## src/rtl/color_freq_sequencer_pkg.sv

```systemverilog
`default_nettype none
// ============================================================================
// Module   : color_freq_sequencer_pkg
// Purpose  : Shared types and constants for the color frequency sequencer.
//            Holds the sweep FSM state encoding, the four filter_sel channel
//            codes (S3:S2) and a small helper for counter sizing.
// Ports    : none (package)
// Revision : 1.0 - initial release
// ============================================================================
package color_freq_sequencer_pkg;

  // Sweep FSM states, 2-bit explicit encoding.
  typedef enum logic [1:0] {
    ST_IDLE   = 2'd0,
    ST_SETTLE = 2'd1,
    ST_GATE   = 2'd2,
    ST_LATCH  = 2'd3
  } state_t;

  // Sensor filter select codes, also the sweep order.
  localparam logic [1:0] CH_RED   = 2'b00;
  localparam logic [1:0] CH_BLUE  = 2'b01;
  localparam logic [1:0] CH_CLEAR = 2'b10;
  localparam logic [1:0] CH_GREEN = 2'b11;

  function automatic int max_int(input int a, input int b);
    return (a > b) ? a : b;
  endfunction

endpackage
`default_nettype wire

```

## src/rtl/color_freq_sequencer_edge_sync.sv

```systemverilog
`default_nettype none
// ============================================================================
// Module   : edge_sync
// Purpose  : Two-flop synchronizer for an asynchronous input followed by a
//            rising-edge detector producing a one-cycle pulse.
// Ports    : clk        - system clock
//            reset      - synchronous active-high reset
//            async_in   - asynchronous input (sensor square wave)
//            edge_pulse - one-cycle pulse per synchronized rising edge
// Revision : 1.0 - initial release
// ============================================================================
module edge_sync (
  input  logic clk,
  input  logic reset,
  input  logic async_in,
  output logic edge_pulse
);

  logic sync1;
  logic sync2;
  logic sync2_d;

  always_ff @(posedge clk) begin
    if (reset) begin
      sync1   <= 1'b0;
      sync2   <= 1'b0;
      sync2_d <= 1'b0;
    end else begin
      sync1   <= async_in;
      sync2   <= sync1;
      sync2_d <= sync2;
    end
  end

  // Only the second synchronizer stage is considered stable.
  assign edge_pulse = sync2 & ~sync2_d;

endmodule
`default_nettype wire

```

## src/rtl/color_freq_sequencer.sv

```systemverilog
`default_nettype none
// ============================================================================
// Module   : color_freq_sequencer
// Purpose  : Sweeps a color sensor through its four filters (red, blue,
//            clear, green). Per channel: wait SETTLE_CYCLES after switching
//            the filter, count sensor rising edges for GATE_CYCLES, then
//            latch the saturating count as the channel result.
// Ports    : clk          - system clock (rising edge)
//            reset        - synchronous active-high reset, aborts a sweep
//            start        - one-cycle pulse, starts one sweep (ignored if busy)
//            continuous   - restart a new sweep after each completed sweep
//            sensor_freq  - asynchronous sensor square wave
//            filter_sel   - filter select S3:S2 (current channel)
//            result       - edge count of last completed window
//            result_ch    - channel that produced result
//            result_valid - one-cycle pulse when result updates
//            overflow     - count saturated in the reported window
//            busy         - high whenever not idle
// Revision : 1.0 - initial release
// ============================================================================
module color_freq_sequencer
  import color_freq_sequencer_pkg::*;
#(
  parameter int GATE_CYCLES   = 50000,
  parameter int SETTLE_CYCLES = 5000,
  parameter int CNT_W         = 16
) (
  input  logic             clk,
  input  logic             reset,
  input  logic             start,
  input  logic             continuous,
  input  logic             sensor_freq,
  output logic [1:0]       filter_sel,
  output logic [CNT_W-1:0] result,
  output logic [1:0]       result_ch,
  output logic             result_valid,
  output logic             overflow,
  output logic             busy
);

  localparam int CYC_MAX = max_int(GATE_CYCLES, SETTLE_CYCLES);
  localparam int CYC_W   = (CYC_MAX > 1) ? $clog2(CYC_MAX) : 1;
  localparam logic [CYC_W-1:0] SETTLE_LAST = CYC_W'(SETTLE_CYCLES - 1);
  localparam logic [CYC_W-1:0] GATE_LAST   = CYC_W'(GATE_CYCLES - 1);
  localparam logic [CNT_W-1:0] CNT_MAX     = '1;

  state_t             state;
  state_t             state_next;
  logic [1:0]         ch_idx;
  logic [CYC_W-1:0]   cyc_cnt;
  logic [CNT_W-1:0]   edge_cnt;
  logic               win_ovf;
  logic               edge_pulse;

  edge_sync u_edge_sync (
    .clk        (clk),
    .reset      (reset),
    .async_in   (sensor_freq),
    .edge_pulse (edge_pulse)
  );

  // --------------------------------------------------------------------------
  // FSM state register
  // --------------------------------------------------------------------------
  always_ff @(posedge clk) begin
    if (reset) state <= ST_IDLE;
    else       state <= state_next;
  end

  // --------------------------------------------------------------------------
  // FSM next state and status
  // --------------------------------------------------------------------------
  always_comb begin
    state_next = state;
    busy       = (state != ST_IDLE);
    case (state)
      ST_IDLE:   if (start || continuous)    state_next = ST_SETTLE;
      ST_SETTLE: if (cyc_cnt == SETTLE_LAST) state_next = ST_GATE;
      ST_GATE:   if (cyc_cnt == GATE_LAST)   state_next = ST_LATCH;
      ST_LATCH:  state_next = ((ch_idx != CH_GREEN) || continuous) ? ST_SETTLE : ST_IDLE;
      default:   state_next = ST_IDLE;
    endcase
  end

  // --------------------------------------------------------------------------
  // Datapath: cycle timer, edge counter, channel index, result registers
  // --------------------------------------------------------------------------
  always_ff @(posedge clk) begin
    if (reset) begin
      ch_idx       <= CH_RED;
      cyc_cnt      <= '0;
      edge_cnt     <= '0;
      win_ovf      <= 1'b0;
      result       <= '0;
      result_ch    <= CH_RED;
      result_valid <= 1'b0;
      overflow     <= 1'b0;
    end else begin
      // The pulse lands in the cycle after LATCH, alongside the new result.
      result_valid <= (state == ST_LATCH);
      case (state)
        ST_IDLE: begin
          if (state_next == ST_SETTLE) begin
            ch_idx  <= CH_RED;
            cyc_cnt <= '0;
          end
        end
        ST_SETTLE: begin
          if (cyc_cnt == SETTLE_LAST) begin
            cyc_cnt  <= '0;
            edge_cnt <= '0;
            win_ovf  <= 1'b0;
          end else begin
            cyc_cnt <= cyc_cnt + 1'b1;
          end
        end
        ST_GATE: begin
          // Saturate instead of wrapping; flag the window as overflowed.
          if (edge_pulse) begin
            if (edge_cnt == CNT_MAX) win_ovf  <= 1'b1;
            else                     edge_cnt <= edge_cnt + 1'b1;
          end
          if (cyc_cnt == GATE_LAST) cyc_cnt <= '0;
          else                      cyc_cnt <= cyc_cnt + 1'b1;
        end
        ST_LATCH: begin
          result    <= edge_cnt;
          result_ch <= ch_idx;
          overflow  <= win_ovf;
          cyc_cnt   <= '0;
          // After green, restart only in continuous mode; otherwise the
          // filter stays on green while idle.
          if (ch_idx != CH_GREEN) ch_idx <= ch_idx + 1'b1;
          else if (continuous)    ch_idx <= CH_RED;
        end
        default: ;
      endcase
    end
  end

  assign filter_sel = ch_idx;

endmodule
`default_nettype wire
```

## config.mk

```make
export PLATFORM = sky130hd
export DESIGN_NAME = color_freq_sequencer
export DESIGN_NICKNAME = d
export VERILOG_FILES = /design/src/rtl/color_freq_sequencer_pkg.sv /design/src/rtl/color_freq_sequencer_edge_sync.sv /design/src/rtl/color_freq_sequencer.sv
export SDC_FILE = /design/constraint.sdc
export NUM_CORES = 1
export LEC_CHECK = 0
export ABC_CLOCK_PERIOD_IN_PS = 2900
export BUFFER_PORTS_ARGS = -buffer_cell sky130_fd_sc_hd__buf_2
export CELL_PAD_IN_SITES_DETAIL_PLACEMENT = 0
export CELL_PAD_IN_SITES_GLOBAL_PLACEMENT = 1
export CORE_AREA = 2 2 84 86
export CTS_BUF_LIST = sky130_fd_sc_hd__clkbuf_4 sky130_fd_sc_hd__clkbuf_8 sky130_fd_sc_hd__clkbuf_16
export CTS_CLUSTER_SIZE = 10
export DETAILED_ROUTE_END_ITERATION = 7
export DIE_AREA = 0 0 86 88
export PLACE_DENSITY = 0.88
export SKIP_CTS_REPAIR_TIMING = 1
export SLEW_MARGIN = 10
export SYNTH_ARGS = -nofsm -noshare
export SYNTH_HDL_FRONTEND = slang
export SYNTH_SLANG_ARGS = --single-unit
```

## constraint.sdc

```tcl
create_clock -name clk -period 2.9 [get_ports clk]
set_input_delay 0.145 -clock clk [delete_from_list [all_inputs] [get_ports clk]]
set_output_delay 0.145 -clock clk [all_outputs]
set_load 0.02 [all_outputs]
```

==> metrics.cfg, run 1 <==
[run_status]
status=finished clean

[global_route]
grt_pass1_vias=2157
grt_antenna_before_repair=0
grt_max_degree=49
overflow=0
grt_use_total_pct=17.35
grt_pass1_wl_um=10250

[critical_path]
worstPathRequired_ns=3.12
cp-start-kind=flop
path_buf_inv=0
arrival_ns=2.97
cpPeakStageDelay_ns=0.61
crit_type=reg -> reg
crit_fanout=6
cp_cell_sequence=ha_1 > or4bb_1 > o41a_1 > or4b_4 > nor3b_2 > xnor2_1 > nor2_1
crit_slowest_cell=or4b_4
crit_family=simple AND/OR/NAND/NOR gates
critical_path_depth=7
crit_start=cyc_cnt[0]
cp-end-kind=flop
reg2reg_depth=7
r2r_start=cyc_cnt[0]

[sta]
rsz0062_at_grt=false
setup-tns-final_ns=0
slew-limit-headroom_pct=42.52
hold_viol=0
setup_violations=0
period_share_pct=94.83
min_period_ns=2.750
max_slew.worst_pin.slew_ns=0.8622
fmax_mhz=363.6
drv_slew=0
clock_skew_ns=0.009461
setup_ws_ns=0.1500

[placement]
placedCellCount=424
gp_congestion=0.7644
place_ws_ns=0.2105
numPortBuffers=27
dpl.hpwl_um=4193

[die]
num_rows=30
core_area_mm2=0.006644
start_util_pct=43.73
dieArea_mm2=0.007568
dieHeight_um=88
boundaryPins=28
die_w_um=86

[clock_tree]
cts_buffers=9
cts.sinks=60
cts_buffer_depth=2
path_clk_slew_ns=0.08
htreeDepth=3
root_buffer=clkbuf_8
tritoncts=yes
clkLatencyLatePin_ns=0.35

[pwr]
p_seq_share_pct=49.5
swShare_pct=24.84
pwr-share-clk_pct=44.9
internal_power_mw=1.261
p_comb_share_pct=5.6
peakVddDrop_mv=0.2045
netSwitchingPower_mw=0.4169
p_leak_nw=1.256
pwr_density_cell_mw_per_mm2=505.7
design_power_total_mw=1.678

[route]
avgViaCountPerCell=5.384
first_pass_iters=4
wl_per_cell_um=13.73
ant_nets=0
vias=2369
routed_wl_um=6042
drc=0
drt_iter0_drc=119

[worst_hold_path]
min-delay-start=sensor_freq
hold_path_depth=2
min_path_type=in -> reg

[cells_and_area]
syn_to_final_growth_pct=14.21
utilization_pct=49.94
fillers=633
final_cell_count_no_fill=440
fin_nets=368
diodes=0
drive_above_1_share_pct=15.83

[logic_synthesis]
netlist_instances=329
synth.avg_cell_area_um2=8.831
synth_warnings=0
netlist_area_mm2=0.002905
async_reset_ff_share_pct=0
syn-num-nets=342
seq_area_frac_synth_pct=41.34
ys_ff_latch=60
synthDistinctLibCells=51
synth_edf_count=0
synthFlopType=dfxtp_1

[run]
maxCapViolCount=0

placed cells by master (no fill, tap or decap), types with 3 or more instances in the layout:
| cell | instances |
|---|---|
| and2_1 | 3 |
| nor2_1 | 46 |
| mux2i_1 | 21 |
| clkbuf_8 | 9 |
| nand3_1 | 10 |
| or4_1 | 3 |
| buf_4 | 8 |
| xor2_1 | 9 |
| o41ai_1 | 5 |
| nand2b_1 | 3 |
| and4_1 | 3 |
| dfxtp_1 | 60 |
| a31oi_1 | 4 |
| buf_2 | 27 |
| or3_1 | 3 |
| a21oi_1 | 7 |
| nand2_1 | 17 |
| nor2b_1 | 20 |
| o21ai_0 | 13 |
| and3_1 | 6 |
| o31ai_1 | 9 |
| inv_1 | 9 |
| nor3_1 | 5 |
| xnor2_1 | 5 |
| nand3b_1 | 4 |
| nand4_1 | 9 |
| ha_1 | 8 |
power by group through the flow:
stage | clock [mW] | combinational (mW) | sequential (mW)
after floorplan | 0 | 0.0697 | 0.849
after global placement | 0 | 0.0922 | 0.849
after detailed placement | 0 | 0.0922 | 0.850
after CTS | 0.775 | 0.0930 | 0.830
after global routing | 0.817 | 0.104 | 0.831
final | 0.753 | 0.0938 | 0.831
state kept, by name, summed over array words and instances (netlist names):
| name | flops |
|---|---|
| overflow | 1 |
| filter_sel | 2 |
| edge_cnt | 16 |
| u_edge_sync.sync2_d | 1 |
| cyc_cnt | 16 |
| result_valid | 1 |
| state | 2 |
| u_edge_sync.sync1 | 1 |
| result_ch | 2 |
| u_edge_sync.sync2 | 1 |
| win_ovf | 1 |
| result | 16 |
synth_stat cells, types with 2 or more instances:
master    count  area [µm²]
dfxtp_1      60        1201
nor2_1       46       172.7
mux2i_1      21       210.2
nor2b_1      20       125.1
nand2_1      17       63.81
clkbuf_1     14       52.55
o21ai_0      13       65.06
nand3_1      10       50.05
inv_1         9       33.78
nand4_1       9       56.30
o31ai_1       9       67.56
xor2_1        9       78.83
ha_1          8       100.1
a21oi_1       7       35.03
and3_1        6       37.54
nor3_1        5       25.02
o41ai_1       5       43.79
xnor2_1       5       43.79
a31oi_1       4       25.02
nand3b_1      4       30.03
and2_1        3       18.77
and4_1        3       26.28
nand2b_1      3       18.77
or3_1         3       18.77
or4_1         3       22.52
buf_1         2       7.510
buf_2         2       10.01
nor4_1        2       12.51
o21ai_1       2       10.01
o32ai_1       2       17.52
or4b_1        2       20.02
or4bb_1       2       22.52
logic make-up (layout without fill, tap and decap cells):
family / count (synthesis) / count (layout) / share of synthesized area [%]
adder cells (fa/ha/maj): 8 / 8 / 3.445
flip-flops: 60 / 60 / 41.34
multiplexers: 21 / 21 / 7.235
buffers and inverters: 29 / 60 / 4.221
AO/OA/AOI/OAI: 51 / 51 / 11.80
XOR/XNOR: 14 / 14 / 4.221
AND/OR/NAND/NOR: 146 / 146 / 27.73
metrics by stage:
step                      hold slack [ns]  instance area, µm²
after floorplan                    0.2732                2905
after CTS                         0.01015                3312
after global routing              0.03674                3318
final                             0.01952                3318
after detailed placement           0.3704                3112
after global placement             0.3610                3112
routing by layer:
| layer | vias up | part of all wire [%] | global-route usage [%] | routed length [µm] |
|---|---|---|---|---|
| met3 | 9 | 3.0 | 4.241 | 179 |
| li1 | 1230 | - | - | - |
| met2 | 38 | 46 | 26.57 | 2767 |
| met5 | - | 0 | 0 | 0 |
| met4 | 0 | 1.8 | 9.812 | 109 |
| met1 | 1092 | 49 | 22.38 | 2985 |
final timing paths:
check	to	slack (ns)
max	edge_cnt[7]	0.15
min	u_edge_sync.sync1	0.02
max reg2reg	edge_cnt[7]	0.15
min reg2reg	u_edge_sync.sync2	0.44
area by class of cell:
cell class	instances	area (µm²)	share of cell area (%)
Multi-Input combinational cell	240	1588	47.85
Clock inverter	7	76.32	2.300
Clock buffer	9	123.9	3.733
Inverter	9	33.78	1.018
Timing Repair Buffer	35	195.2	5.882
Sequential cell	60	1201	36.20
Tap cell	80	100.1	3.017
Power figures use the tool's default switching activity.
==> run 2, diff against run 1 <==
--- a/config.mk
+++ b/config.mk
@@ -14,7 +14,9 @@
 export CTS_CLUSTER_SIZE = 10
 export DETAILED_ROUTE_END_ITERATION = 7
 export DIE_AREA = 0 0 86 88
+export GPL_TIMING_DRIVEN = 1
 export PLACE_DENSITY = 0.88
+export SETUP_SLACK_MARGIN = 0.4
 export SKIP_CTS_REPAIR_TIMING = 1
 export SLEW_MARGIN = 10
 export SYNTH_ARGS = -nofsm -noshare
==> run 2 against run 1 <==
Against the previous run:
- total power rose by 0.46%
- highest routed layer unchanged
- combinational power rose by 12%
- non-clock buffer count rose by 9
- largest cell class unchanged
- sequential share of layout area fell by 1.8 points
==> metrics.cfg, run 2 (synthesis gave the netlist of run 1 again) <==
[critical_path]
r2r_start=cyc_cnt[3]
cpPeakStageDelay_ns=0.61  ; about the same
crit_slowest_cell=or4b_4
crit_fanout=7  ; +1
critical_path_depth=6  ; -1
cp-end-kind=flop
timing.rr.end=edge_cnt[7]
crit_end=edge_cnt[7]
crit_family=simple AND/OR/NAND/NOR gates
worstPathRequired_ns=3.12  ; about the same
crit_type=reg -> reg
arrival_ns=2.77  ; -0.20 ns
crit_start=cyc_cnt[3]
cp_cell_sequence=or4_4 > o41a_1 > or4b_4 > nor3b_4 > xnor2_1 > nor2_1
reg2reg_depth=6  ; -1
path_buf_inv=0  ; unchanged
cp-start-kind=flop
r2r_slack_ns=0.35  ; +0.20 ns

[run_status]
status=finished clean

[global_route]
grt_use_total_pct=17.35  ; unchanged
grt_pass1_vias=2157  ; unchanged
overflow=0  ; unchanged
grt_antenna_before_repair=0  ; unchanged
grt_max_degree=49  ; unchanged
grt_pass1_wl_um=10250  ; unchanged

[die]
boundaryPins=28  ; unchanged
core_area_mm2=0.006644  ; unchanged
dieArea_mm2=0.007568  ; unchanged
num_rows=30  ; unchanged
dieHeight_um=88  ; unchanged
start_util_pct=43.73  ; unchanged
die_w_um=86  ; unchanged

[cells_and_area]
final_cell_mix=49 x dfxtp_1, 46 x nor2_1, 27 x buf_2
final_cell_count_no_fill=449  ; +2.0%
final_common_cell=dfxtp_1
fillers=605  ; -4.4%
drive_above_1_share_pct=26.29  ; +10 points
finalInstanceArea_mm2=0.003571  ; +7.6%
fin_nets=377  ; +2.4%
syn_to_final_growth_pct=22.91
top_regs=cyc_cnt (16), edge_cnt (16), result (16)
diodes=0  ; unchanged

[clock_tree]
path_clk_slew_ns=0.08  ; about the same
cts_buffers=9  ; unchanged
htreeDepth=3  ; unchanged
cts.sinks=60  ; unchanged
tritoncts=yes
root_buffer=clkbuf_8
clkLatencyLatePin_ns=0.35  ; about the same
cts_buffer_depth=2  ; unchanged

[run]
maxCapViolCount=0  ; unchanged

[route]
ant_nets=0  ; unchanged
avgViaCountPerCell=5.457  ; +1.3%
drt_iter0_drc=149  ; +25%
first_pass_iters=4  ; unchanged
routed_wl_um=6473  ; +7.1%
vias=2450  ; +3.4%
wl_per_cell_um=14.42  ; +5.0%
drc=0  ; unchanged

[sta]
slew-limit-headroom_pct=42.42  ; -0.11 points
min_period_ns=2.546  ; -0.2040 ns
max_slew.worst_pin.slew_ns=0.8638  ; +0.001613 ns
drv_slew=0  ; unchanged
setup-tns-final_ns=0  ; unchanged
fmax_mhz=392.8  ; +8.0%
hold_viol=0  ; unchanged
period_share_pct=87.79  ; -7.0 points
rsz0062_at_grt=true
setup_violations=0  ; unchanged
clock_skew_ns=0.009860  ; +0.0003988 ns

[placement]
numPortBuffers=27  ; unchanged
placed_area_mm2=0.003112  ; unchanged
placedCellCount=424  ; unchanged
gp_congestion=0.7644  ; unchanged
dpl.hpwl_um=4193  ; unchanged

[pwr]
p_leak_nw=1.362  ; +8.5%
design_power_total_mw=1.686  ; +0.46%
p_seq_share_pct=49.1  ; -0.4 points
pwr_density_cell_mw_per_mm2=472.1  ; -6.6%
swShare_pct=24.99  ; +0.15 points
pwr-share-clk_pct=44.7  ; -0.2 points
p_comb_share_pct=6.2  ; +0.6 points
netSwitchingPower_mw=0.4213  ; +1.1%
peakVddDrop_mv=0.2058  ; +0.64%
internal_power_mw=1.264  ; +0.27%

[worst_hold_path]
min_path_type=in -> reg
min-delay-start=sensor_freq

==> run 2: metrics by stage <==
step	worst slack (ns)	util [%]	hold slack (ns)
after floorplan	0.4002	-	0.2732
after global placement	0.2778	46.84	0.3610
after detailed placement	0.2105	46.84	0.3704
after CTS	0.1729	49.85	0.01015
after global routing	0.2995	53.75	0.03674
final	0.3540	53.75	0.01937
==> run 2: how the worst min path moves through the flow <==
stage | to | depth (start not counted)
after floorplan | u_edge_sync.sync1 | 1
after global placement | u_edge_sync.sync1 | 2
after detailed placement | u_edge_sync.sync1 | 2
after CTS | u_edge_sync.sync1 | 2
after global routing | u_edge_sync.sync1 | 2
final | u_edge_sync.sync1 | 2
==> run 2: cell type report <==
type | instances | area [µm²] | area share, %
well taps | 80 | 100.1 | 2.803
multi-input cells | 240 | 1709 | 47.86
clock inverters | 7 | 76.32 | 2.137
repair buffers | 44 | 300.3 | 8.409
flip-flops and latches | 60 | 1227 | 34.37
inverters | 9 | 33.78 | 0.9460
clock buffers | 9 | 123.9 | 3.469
==> run 2: worst register-to-register path, delay by kind of cell (launching register included) <==
kind / cells / cell delay [ns]
AOI/OAI and AO/OA: 1 / 0.51
and+or+nand+nor: 4 / 1.39
DFF: 1 / 0.37
xor gates and xnor gates: 1 / 0.15
==> run 2: layer usage <==
metal	track usage [%]	part of all wire, %
met1	22.38	47
met2	26.57	48
met3	4.241	3.3
met4	9.812	1.7
met5	0	0
==> run 2: power by group through the flow <==
stage / logic, mW / clock network (mW) / registers [mW]
2_1_floorplan: 0.0697 / 0 / 0.849
3_3_place_gp: 0.0922 / 0 / 0.849
3_5_place_dp: 0.0922 / 0 / 0.850
4_1_cts: 0.0930 / 0.775 / 0.830
5_1_grt: 0.115 / 0.818 / 0.828
6_report: 0.105 / 0.753 / 0.827
==> run 3, diff against run 2 <==
--- a/config.mk
+++ b/config.mk
@@ -15,6 +15,7 @@
 export DETAILED_ROUTE_END_ITERATION = 7
 export DIE_AREA = 0 0 86 88
 export GPL_TIMING_DRIVEN = 1
+export HOLD_SLACK_MARGIN = 0.1
 export PLACE_DENSITY = 0.88
 export SETUP_SLACK_MARGIN = 0.4
 export SKIP_CTS_REPAIR_TIMING = 1
==> run 3 against run 2 <==
Against the previous run:
- critical path depth increased by 1
- non-clock buffer count up 1
- design area is 0.28% higher
- sequential power about the same
- routed wire length increased by 0.19%
- largest cell class unchanged
- register-to-register slack hardly changed
==> metrics.cfg, run 3 (synthesis gave the netlist of run 1 again) <==
[run_status]
status=finished clean

[global_route]
grt_use_total_pct=17.35  ; unchanged
grt_pass1_wl_um=10250  ; unchanged
overflow=0  ; unchanged
grt_antenna_before_repair=0  ; unchanged
grt_pass1_vias=2157  ; unchanged
grt_max_degree=49  ; unchanged

[worst_hold_path]
min_path_type=in -> reg

[clock_tree]
path_clk_slew_ns=0.07  ; about the same
tritoncts=yes
root_buffer=clkbuf_8
cts_buffers=9  ; unchanged
htreeDepth=3  ; unchanged
cts.sinks=60  ; unchanged
clkLatencyLatePin_ns=0.35  ; about the same
cts_buffer_depth=2  ; unchanged

[die]
die_w_um=86  ; unchanged
dieHeight_um=88  ; unchanged
core_area_mm2=0.006644  ; unchanged
boundaryPins=28  ; unchanged
num_rows=30  ; unchanged
start_util_pct=43.73  ; unchanged
dieArea_mm2=0.007568  ; unchanged

[pwr]
p_comb_share_pct=6.3  ; about the same
netSwitchingPower_mw=0.4220  ; +0.18%
pwr-share-clk_pct=44.7  ; about the same
swShare_pct=25.01  ; about the same
peakVddDrop_mv=0.2059  ; about the same
internal_power_mw=1.265  ; about the same
p_seq_share_pct=49.0  ; about the same
p_leak_nw=1.366  ; +0.31%
design_power_total_mw=1.687  ; about the same
pwr_density_cell_mw_per_mm2=471.2  ; -0.18%

[run]
maxCapViolCount=0  ; unchanged

[critical_path]
cp-end-kind=flop
arrival_ns=2.79  ; +0.02 ns
crit_type=reg -> reg
cp-start-kind=flop
worstPathRequired_ns=3.14  ; +0.02 ns
crit_fanout=8  ; +1

[placement]
gp_congestion=0.7644  ; unchanged
dpl.hpwl_um=4193  ; unchanged
numPortBuffers=27  ; unchanged
placed_area_mm2=0.003112  ; unchanged

[cells_and_area]
final_common_cell=dfxtp_1
finalInstanceArea_mm2=0.003581  ; +0.28%
diodes=0  ; unchanged
top_regs=cyc_cnt (16), edge_cnt (16), result (16)
final_cell_mix=49 x dfxtp_1, 46 x nor2_1, 27 x buf_2
utilization_pct=53.90  ; +0.15 points
drive_above_1_share_pct=26.22  ; -0.071 points
syn_to_final_growth_pct=23.26
fin_nets=378  ; +0.27%

[route]
avgViaCountPerCell=5.447  ; -0.18%
first_pass_iters=4  ; unchanged
ant_nets=0  ; unchanged
drc=0  ; unchanged
vias=2451  ; +0.041%
routed_wl_um=6485  ; +0.19%
drt_iter0_drc=133  ; -11%
wl_per_cell_um=14.41  ; about the same

[sta]
setup_violations=0  ; unchanged
period_share_pct=87.92  ; +0.13 points
drv_slew=0  ; unchanged
rsz0062_at_grt=true
min_period_ns=2.550  ; +0.003846 ns
slew-limit-headroom_pct=41.91  ; -0.51 points
hold_viol=0  ; unchanged
fmax_mhz=392.2  ; -0.15%
hold_slack_ns=0.2593  ; +0.2399 ns
max_slew.worst_pin.slew_ns=0.8713  ; +0.007580 ns
setup-tns-final_ns=0  ; unchanged
clock_skew_ns=0.009962  ; +0.0001020 ns

-- run 3: changes by cell type in the layout (fill, tap and decap cells not counted) --
cell,before,now
dlygate4sd3_1,0,1
-- run 3: layout make-up --
type | instances | area, µm²
Timing Repair Buffer | 45 | 310.3
Clock buffer | 9 | 123.9
Inverter | 9 | 33.78
Clock inverter | 7 | 76.32
Tap cell | 80 | 100.1
Fill cell | 604 | 3063
Multi-Input combinational cell | 240 | 1709
Sequential cell | 60 | 1227
-- run 3: power groups by stage --
stage               Clock, mW  Combinational [mW]  Sequential, mW
floorplan                   0              0.0697           0.849
global placement            0              0.0922           0.849
detailed placement          0              0.0922           0.850
CTS                     0.775              0.0930           0.830
global route            0.818               0.116           0.828
finish                  0.754               0.106           0.827
-- run 3: per-layer routing --
layer / vias to the layer above / share of wire [%] / track usage (%)
met2: 42 / 48 / 26.57
li1: 1252 / - / -
met4: 0 / 1.7 / 9.812
met5: - / 0 / 0
met3: 9 / 3.4 / 4.241
met1: 1148 / 47 / 22.38
-- run 3: critical path, cell delays in order (launching register included) --
cell	delay, ns
dfxtp_4	0.36
or4bb_4	0.56
nor4_4	0.34
a221oi_2	0.11
o21a_1	0.25
or3_4	0.37
buf_12	0.16
o41ai_2	0.31
-- run 3: worst paths after layout --
check | from | to | slack, ns | depth (start not counted)
worst max-delay path | cyc_cnt[12] | cyc_cnt[9] | 0.35 | 7
worst min-delay path | start | state[1] | 0.26 | 4
worst max register to register | cyc_cnt[12] | cyc_cnt[9] | 0.35 | 7
worst min register to register | u_edge_sync.sync1 | u_edge_sync.sync2 | 0.43 | 1
-- run 3: stage by stage --
step,setup WS [ns],std cells
after floorplan,0.4002,329
after global placement,0.2778,424
after detailed placement,0.2105,424
after CTS,0.1729,440
after global routing,0.2995,450
final,0.3502,450
